[config.mk]
export PLATFORM = sky130hd
export DESIGN_NAME = cdb_writeback_arbiter
export DESIGN_NICKNAME = d
export VERILOG_FILES = /design/src/rtl/cdb_writeback_arbiter.sv
export SDC_FILE = /design/constraint.sdc
export NUM_CORES = 1
export LEC_CHECK = 0
export ABC_AREA = 1
export CORE_MARGIN = 2
export CORE_UTILIZATION = 41
export CTS_CLUSTER_SIZE = 20
export DETAILED_ROUTE_END_ITERATION = 10
export PLACE_DENSITY = 0.85
export SYNTH_ARGS = -nofsm -noshare
export SYNTH_HDL_FRONTEND = slang
export SYNTH_SLANG_ARGS = --single-unit
export TNS_END_PERCENT = 50
[constraint.sdc]
create_clock -name clk -period 3 [get_ports clk]
set_input_delay 0.6 -clock clk [delete_from_list [all_inputs] [get_ports clk]]
set_output_delay 0.6 -clock clk [all_outputs]
set_load 0.005 [all_outputs]
[src/rtl/cdb_writeback_arbiter.sv]
// Common-data-bus write-back arbiter: grants one producer per cycle (round-robin or fixed
// priority) and broadcasts its tag/data on a registered CDB one cycle after acceptance.
module cdb_writeback_arbiter #(
    parameter int unsigned NUM_SRC  = 3,
    parameter int unsigned DATA_W   = 32,
    parameter int unsigned TAG_W    = 3,
    parameter int unsigned ARB_MODE = 0,
    parameter int unsigned CNT_W    = 16
) (
    input  logic                          clk,
    input  logic                          rst_n,
    input  logic                          flush,
    input  logic [NUM_SRC-1:0]            src_valid,
    output logic [NUM_SRC-1:0]            src_ready,
    input  logic [NUM_SRC*TAG_W-1:0]      src_tag,
    input  logic [NUM_SRC*DATA_W-1:0]     src_data,
    output logic                          cdb_valid,
    output logic [TAG_W-1:0]              cdb_tag,
    output logic [DATA_W-1:0]             cdb_data,
    output logic [$clog2(NUM_SRC)-1:0]    cdb_src,
    output logic [NUM_SRC-1:0]            unit_free,
    output logic [CNT_W-1:0]              contention_cnt
);

    localparam int unsigned SRC_W = $clog2(NUM_SRC);

    logic [SRC_W-1:0]   rr_ptr_q;
    logic [SRC_W-1:0]   grant_idx;
    logic [NUM_SRC-1:0] grant;
    logic               found;
    logic               xfer;
    logic               contend;

    logic               cdb_valid_q;
    logic [TAG_W-1:0]   cdb_tag_q;
    logic [DATA_W-1:0]  cdb_data_q;
    logic [SRC_W-1:0]   cdb_src_q;
    logic [NUM_SRC-1:0] unit_free_q;
    logic [CNT_W-1:0]   cnt_q;

    // Scan starts at rr_ptr in round-robin mode, at 0 in fixed-priority mode.
    always_comb begin
        int unsigned idx;
        int unsigned start;
        grant     = '0;
        grant_idx = '0;
        found     = 1'b0;
        idx       = 0;
        start     = (ARB_MODE == 0) ? int'(rr_ptr_q) : 0;
        for (int unsigned k = 0; k < NUM_SRC; k++) begin
            idx = start + k;
            if (idx >= NUM_SRC) begin
                idx = idx - NUM_SRC;
            end
            if (!found && src_valid[idx]) begin
                found       = 1'b1;
                grant[idx]  = 1'b1;
                grant_idx   = SRC_W'(idx);
            end
        end
    end

    assign src_ready = (rst_n && !flush && found) ? grant : '0;
    assign xfer      = |src_ready;
    assign contend   = ($countones(src_valid) >= 2) && !flush;

    always_ff @(posedge clk) begin
        if (!rst_n) begin
            cdb_valid_q <= 1'b0;
            cdb_tag_q   <= '0;
            cdb_data_q  <= '0;
            cdb_src_q   <= '0;
            unit_free_q <= '0;
            cnt_q       <= '0;
            rr_ptr_q    <= '0;
        end else begin
            cdb_valid_q <= xfer;
            unit_free_q <= src_ready;
            if (xfer) begin
                cdb_tag_q  <= src_tag[grant_idx*TAG_W +: TAG_W];
                cdb_data_q <= src_data[grant_idx*DATA_W +: DATA_W];
                cdb_src_q  <= grant_idx;
            end
            if (flush) begin
                rr_ptr_q <= '0;
            end else if (xfer && ARB_MODE == 0) begin
                rr_ptr_q <= (int'(grant_idx) == NUM_SRC - 1) ? '0 : grant_idx + 1'b1;
            end
            if (contend && cnt_q != '1) begin
                cnt_q <= cnt_q + 1'b1;
            end
        end
    end

    assign cdb_valid      = cdb_valid_q;
    assign cdb_tag        = cdb_tag_q;
    assign cdb_data       = cdb_data_q;
    assign cdb_src        = cdb_src_q;
    assign unit_free      = unit_free_q;
    assign contention_cnt = cnt_q;

endmodule

==> results.ini, run 1 <==
[floorplan]
die-area_um2 = 9200
die_h_um = 95.9
dieWidth_um = 95.9
core_area_um2 = 8220
ios = 171
start_util_pct = 42.2
rows = 33

[route]
drtIter0Drc = 221
ant_nets = 0
first_pass_iters = 5
drc = 0
vias = 4254
via_per_inst = 5.06
drt_wl_total_um = 11400
routedWlPerCell_um = 13.6

[synth]
syn_avg_cell_area_um2 = 6.17
syn_nets = 679
yosysSeqAreaShare_pct = 34.1
ys.flop_type = dfxtp_1
ys_types = 32
synth_area_um2 = 3470
yosys_warnings = 0
async_reset_ff_share_pct = 0
synth-edff-count = 0
synth_cells = 562
synth_seq_cells = 59

[placed_design]
dp_slack_ns = -0.0548
dp_hpwl_um = 8580
gp_congestion = 0.876
port_buffers = 170
place.detailed.instances = 823

[global_route]
grt_max_degree = 38
grt_use_total_pct = 25.5
grt.overflow.total = 0
grt_pass1_vias = 4149
grt_pass1_wl_um = 18400
antenna_found_initial = 0

[timing]
fmax_mhz = 339
rsz0062_at_grt = true
setup_viol = 0
layout_setup_ws_ns = 0.0486
worst_slew_pin_slew_ns = 0.446
hold_violations = 0
min_period_ns = 2.95
fin_setup_tns_ns = 0
post-route-period-util_pct = 98.4
slew_violations = 0
slew_headroom_pct = 70.1
fin_skew_ns = 0.00918

[worst_setup_path]
arrival_ns = 2.35
required_ns = 2.40
endpoint_kind = output pin
crit_fanout = 8
crit_type = reg2out
cp-start-kind = flip-flop

[clock_tree]
cts_max_path_buffers = 2
cts_made_buffers = 9
insertion_delay_ns = 0.35
cts.sinks = 59
clkTransAtPathRegs_ns = 0.07
postCtsHoldBufs = 0
cts-htree-levels = 3
cts_tree = built
cts-root-buf = clkbuf_8

[pwr]
sequentialPowerShare_pct = 32.7
powerDensity_nw_per_um2 = 500
comb_power_share_pct = 34.9
p_clk_share_pct = 32.4
leakage_uw = 0.00244
fin_total_pwr_uw = 2780
switching_power_uw = 865
netSwitchingFraction_pct = 31.1
p_int_uw = 1920
ir_drop_v = 0.000296

[worst_hold_path]
hp-class = reg2reg

[cells_and_area]
nets = 847
final_common_cell = nand2_1
drive_gt1_share_pct = 7.89
layout_common_cells = nand2_1, clkdlybuf4s50_1, nor2_1
stdcell_count = 841
areaGrowthSynthToFinish_pct = 60.8

[run]
cap_violations = 0

[outcome]
status = completed

-- what timing repair did --
item	in CTS	in global routing
buffers inserted	0	1
resized for setup	10	9
setup endpoints to repair	3	3
pin swaps	0	5
-- power groups by stage --
stage          Sequential (uW)  Clock [uW]  Combinational, uW
5_1_grt                    920         959               1080
4_1_cts                    912         920                969
3_3_place_gp               926           0                939
2_1_floorplan              931           0                508
3_5_place_dp               927           0                963
6_report                   911         901                973
-- kinds of logic after synthesis --
group                    Yosys count  synth area share [%]
AND/OR/NAND/NOR                  360                  43.4
AO/OA/AOI/OAI                     69                  10.8
buffers and inverters             67                  9.31
flip-flops                        59                  34.1
adder cells (fa/ha/maj)            6                  2.17
XOR/XNOR                           1                 0.253
-- layout make-up --
class | count | area, um^2
Fill cell | 663 | 2640
Multi-Input combinational cell | 436 | 2000
Timing Repair Buffer | 186 | 1860
Sequential cell | 59 | 1190
Inverter | 38 | 143
Clock buffer | 10 | 138
Tap cell | 105 | 131
Clock inverter | 6 | 113
Antenna cell | 1 | 2.50
-- cell usage after synthesis (2+ instances only) --
cell | instances | area share [%]
a21oi_1 | 25 | 3.6
buf_2 | 12 | 1.7
buf_4 | 5 | 1.1
buf_6 | 5 | 1.6
clkbuf_1 | 6 | 0.65
dfxtp_1 | 59 | 34
ha_1 | 6 | 2.2
inv_1 | 31 | 3.4
inv_2 | 6 | 0.65
nand2_1 | 212 | 23
nand2_2 | 4 | 0.72
nand3_1 | 49 | 7.1
nand3b_1 | 2 | 0.43
nand4_1 | 17 | 3.1
nor2_1 | 68 | 7.4
nor3_1 | 3 | 0.43
o21ai_0 | 10 | 1.4
o21ai_1 | 28 | 4.0
-- worst max-delay path, stage by stage, from the launching register on --
cell             delay (ns)
dfxtp_4                0.36
inv_1                  0.08
ha_4                   0.32
inv_2                  0.06
nand2_1                0.07
nand3_1                0.06
nand2_1                0.07
nand2_2                0.08
inv_2                  0.09
nand3_1                0.12
nand2_1                0.11
nand2_2                0.05
inv_1                  0.04
clkdlybuf4s50_1        0.48
-- final timing paths --
check,cells after the start,endpoint,slack [ns],startpoint
worst max register to register,17,cdb_data[17],0.50,rr_ptr_q[0]
worst min register to register,2,cdb_src[1],0.49,cdb_src[1]
worst min-delay path,2,cdb_src[1],0.49,cdb_src[1]
worst max-delay path,13,src_ready[2],0.05,rr_ptr_q[0]
-- metrics by stage --
stage	hold WS [ns]	cell area (um^2)	util, %
detailed placement	0.484	5270	64.1
CTS	0.495	5540	67.4
global route	0.513	5570	67.8
finish	0.490	5570	67.8
global placement	0.463	5270	64.1
floorplan	0.467	3470	-
-- flip-flops by register name (all words and copies together), names as in the netlist --
register / cells
cdb_data: 32
contention_cnt: 16
cdb_tag: 3
unit_free: 3
cdb_src: 2
rr_ptr_q: 2
cdb_valid: 1
-- per-layer routing --
layer / up-vias / track usage, % / routed length, um
li1: 2144 / - / -
met1: 1876 / 26.6 / 4440
met2: 201 / 47.3 / 5720
met3: 33 / 6.97 / 944
met4: 0 / 11.9 / 338
met5: - / 0 / 0
Note: power is estimated with default switching activity, not from simulation.
==> run 2, diff against run 1 <==
--- a/constraint.sdc
+++ b/constraint.sdc
@@ -3,2 +3,2 @@
 set_output_delay 0.6 -clock clk [all_outputs]
-set_load 0.005 [all_outputs]
+set_load 0.02 [all_outputs]
==> results.ini, run 2 (synthesis results as in run 1) <==
[run]
cap_violations = 0

[global_route]
grt_pass1_wl_um = 18000
grt_max_degree = 37
antenna_found_initial = 0
grt.overflow.total = 0
grt_pass1_vias = 4101
grt_use_total_pct = 24.9

[worst_hold_path]
min-delay-start = contention_cnt[14]
holdPathStages = 2
holdPathEnd = contention_cnt[14]
hp-class = reg2reg

[pwr]
sequentialPowerShare_pct = 34.0
fin_total_pwr_uw = 2680
comb_power_share_pct = 39.5
p_int_uw = 1740
p_clk_share_pct = 26.5
netSwitchingFraction_pct = 35.0
ir_drop_v = 0.000265
switching_power_uw = 939
powerDensity_nw_per_um2 = 488
leakage_uw = 0.00241

[floorplan]
core_area_um2 = 8220
die_h_um = 95.9
start_util_pct = 42.2
ios = 171
dieWidth_um = 95.9
rows = 33
die-area_um2 = 9200

[worst_setup_path]
arrival_ns = 2.19
ff2ff_setup_slack_ns = 0.42
endpoint_kind = output pin
crit_type = reg2out
reg2reg_from = rr_ptr_q[0]
cp-start-kind = flip-flop
crit_fanout = 8
rr_endpoint = rr_ptr_q[0]
required_ns = 2.40
r2r_cells = 17

[cells_and_area]
nets = 852
fillers = 724
largest_reg_flops = 32
antennaDiodeCount = 0
areaGrowthSynthToFinish_pct = 58.5
final_common_cell = nand2_1
layout_common_cells = nand2_1, clkdlybuf4s50_1, nor2_1
drive_gt1_share_pct = 7.57

[route]
drtIter0Drc = 199
ant_nets = 0
vias = 4234
first_pass_iters = 5
drt_wl_total_um = 11200
routedWlPerCell_um = 13.3
drc = 0
via_per_inst = 5.01

[clock_tree]
post-cts-setup-buffer-count = 0
cts_max_path_buffers = 2
cts.sinks = 59
cts_tree = built
cts-root-buf = clkbuf_8
cts-htree-levels = 3
insertion_delay_ns = 0.33
clkTransAtPathRegs_ns = 0.07
cts_made_buffers = 9

[placed_design]
dp_hpwl_um = 8630
port_buffers = 170
gp_congestion = 0.954

[timing]
fmax_mhz = 359
fin_skew_ns = 0.00819
worst_slew_pin_slew_ns = 0.334
slew_headroom_pct = 77.7
min_period_ns = 2.79
rsz0062_at_grt = false
post-route-period-util_pct = 92.9
slew_violations = 0
hold_violations = 0
whs_ns = 0.489
setup_viol = 0

[outcome]
status = completed

[run 2: changes by cell type in the layout (fill, tap and decap cells not counted), sizes merged]
cell,delta
diode,-1
clkdlybuf4s15,+1
buf,+5
clkbuf,+3
bufinv,-2
clkinvlp,+1
dlygate4sd2,-3
[run 2: layout make-up]
| type | instances | area (um^2) | share of cell area, % |
|---|---|---|---|
| clock buffers | 11 | 141 | 2.57 |
| clock inverters | 5 | 52.6 | 0.957 |
| inverters | 38 | 143 | 2.60 |
| multi-input cells | 436 | 1980 | 36.0 |
| flip-flops and latches | 59 | 1180 | 21.5 |
| well taps | 105 | 131 | 2.39 |
| repair buffers | 191 | 1860 | 33.9 |
[run 2: layer usage]
layer	vias to the layer above	part of all wire (%)	track usage, %
li1	2154	-	-
met3	26	8.9	6.66
met1	1854	40	26.6
met5	-	0	0
met4	0	2.6	11.3
met2	200	49	45.5
[run 2: worst max-delay path by stage]
stage / startpoint / end / slack [ns] / cells after the start
floorplan: rr_ptr_q[0] / src_ready[0] / 0.57 / 12
global placement: src_valid[0] / src_ready[0] / -0.03 / 10
detailed placement: src_valid[2] / src_ready[2] / -0.15 / 11
CTS: src_valid[2] / src_ready[2] / 0.05 / 11
global route: rr_ptr_q[0] / src_ready[1] / 0.03 / 10
finish: rr_ptr_q[0] / src_ready[1] / 0.21 / 10
[run 2: critical path, stage by stage, from the launching register on]
cell and delay [ns]:
dfxtp_1 0.39, inv_1 0.11, ha_4 0.29, inv_2 0.09, o21ai_1 0.09, o21ai_2 0.25
o21ai_1 0.12, inv_2 0.11, nand2_2 0.06, inv_1 0.04, clkdlybuf4s15_1 0.29
[run 2: metrics by stage]
step                      std cells  utilization [%]  TNS [ns]  instance area (um^2)  setup WS (ns)
after floorplan                 562                -         0                  3470          0.568
after global placement          829             64.4   -0.0448                  5290        -0.0270
after detailed placement        829             64.4    -0.420                  5290         -0.152
after CTS                       845             66.8         0                  5490         0.0456
after global routing            845             66.8         0                  5490         0.0307
final                           845             66.8         0                  5490          0.214
[run 2: power groups by stage]
| stage | Sequential, uW | Combinational, uW | Clock, uW |
|---|---|---|---|
| 6_report | 911 | 1060 | 711 |
| 5_1_grt | 921 | 1170 | 765 |
| 4_1_cts | 911 | 1060 | 732 |
| 3_5_place_dp | 927 | 1060 | 0 |
| 3_3_place_gp | 926 | 1030 | 0 |
| 2_1_floorplan | 1020 | 510 | 0 |
[run 2: repair_timing]
item | 4_1_cts | 5_1_grt
setup endpoints to repair | 3 | 3
gates resized for setup | 5 | 8
pin swaps | 0 | 1
hold buffers | 0 | 0
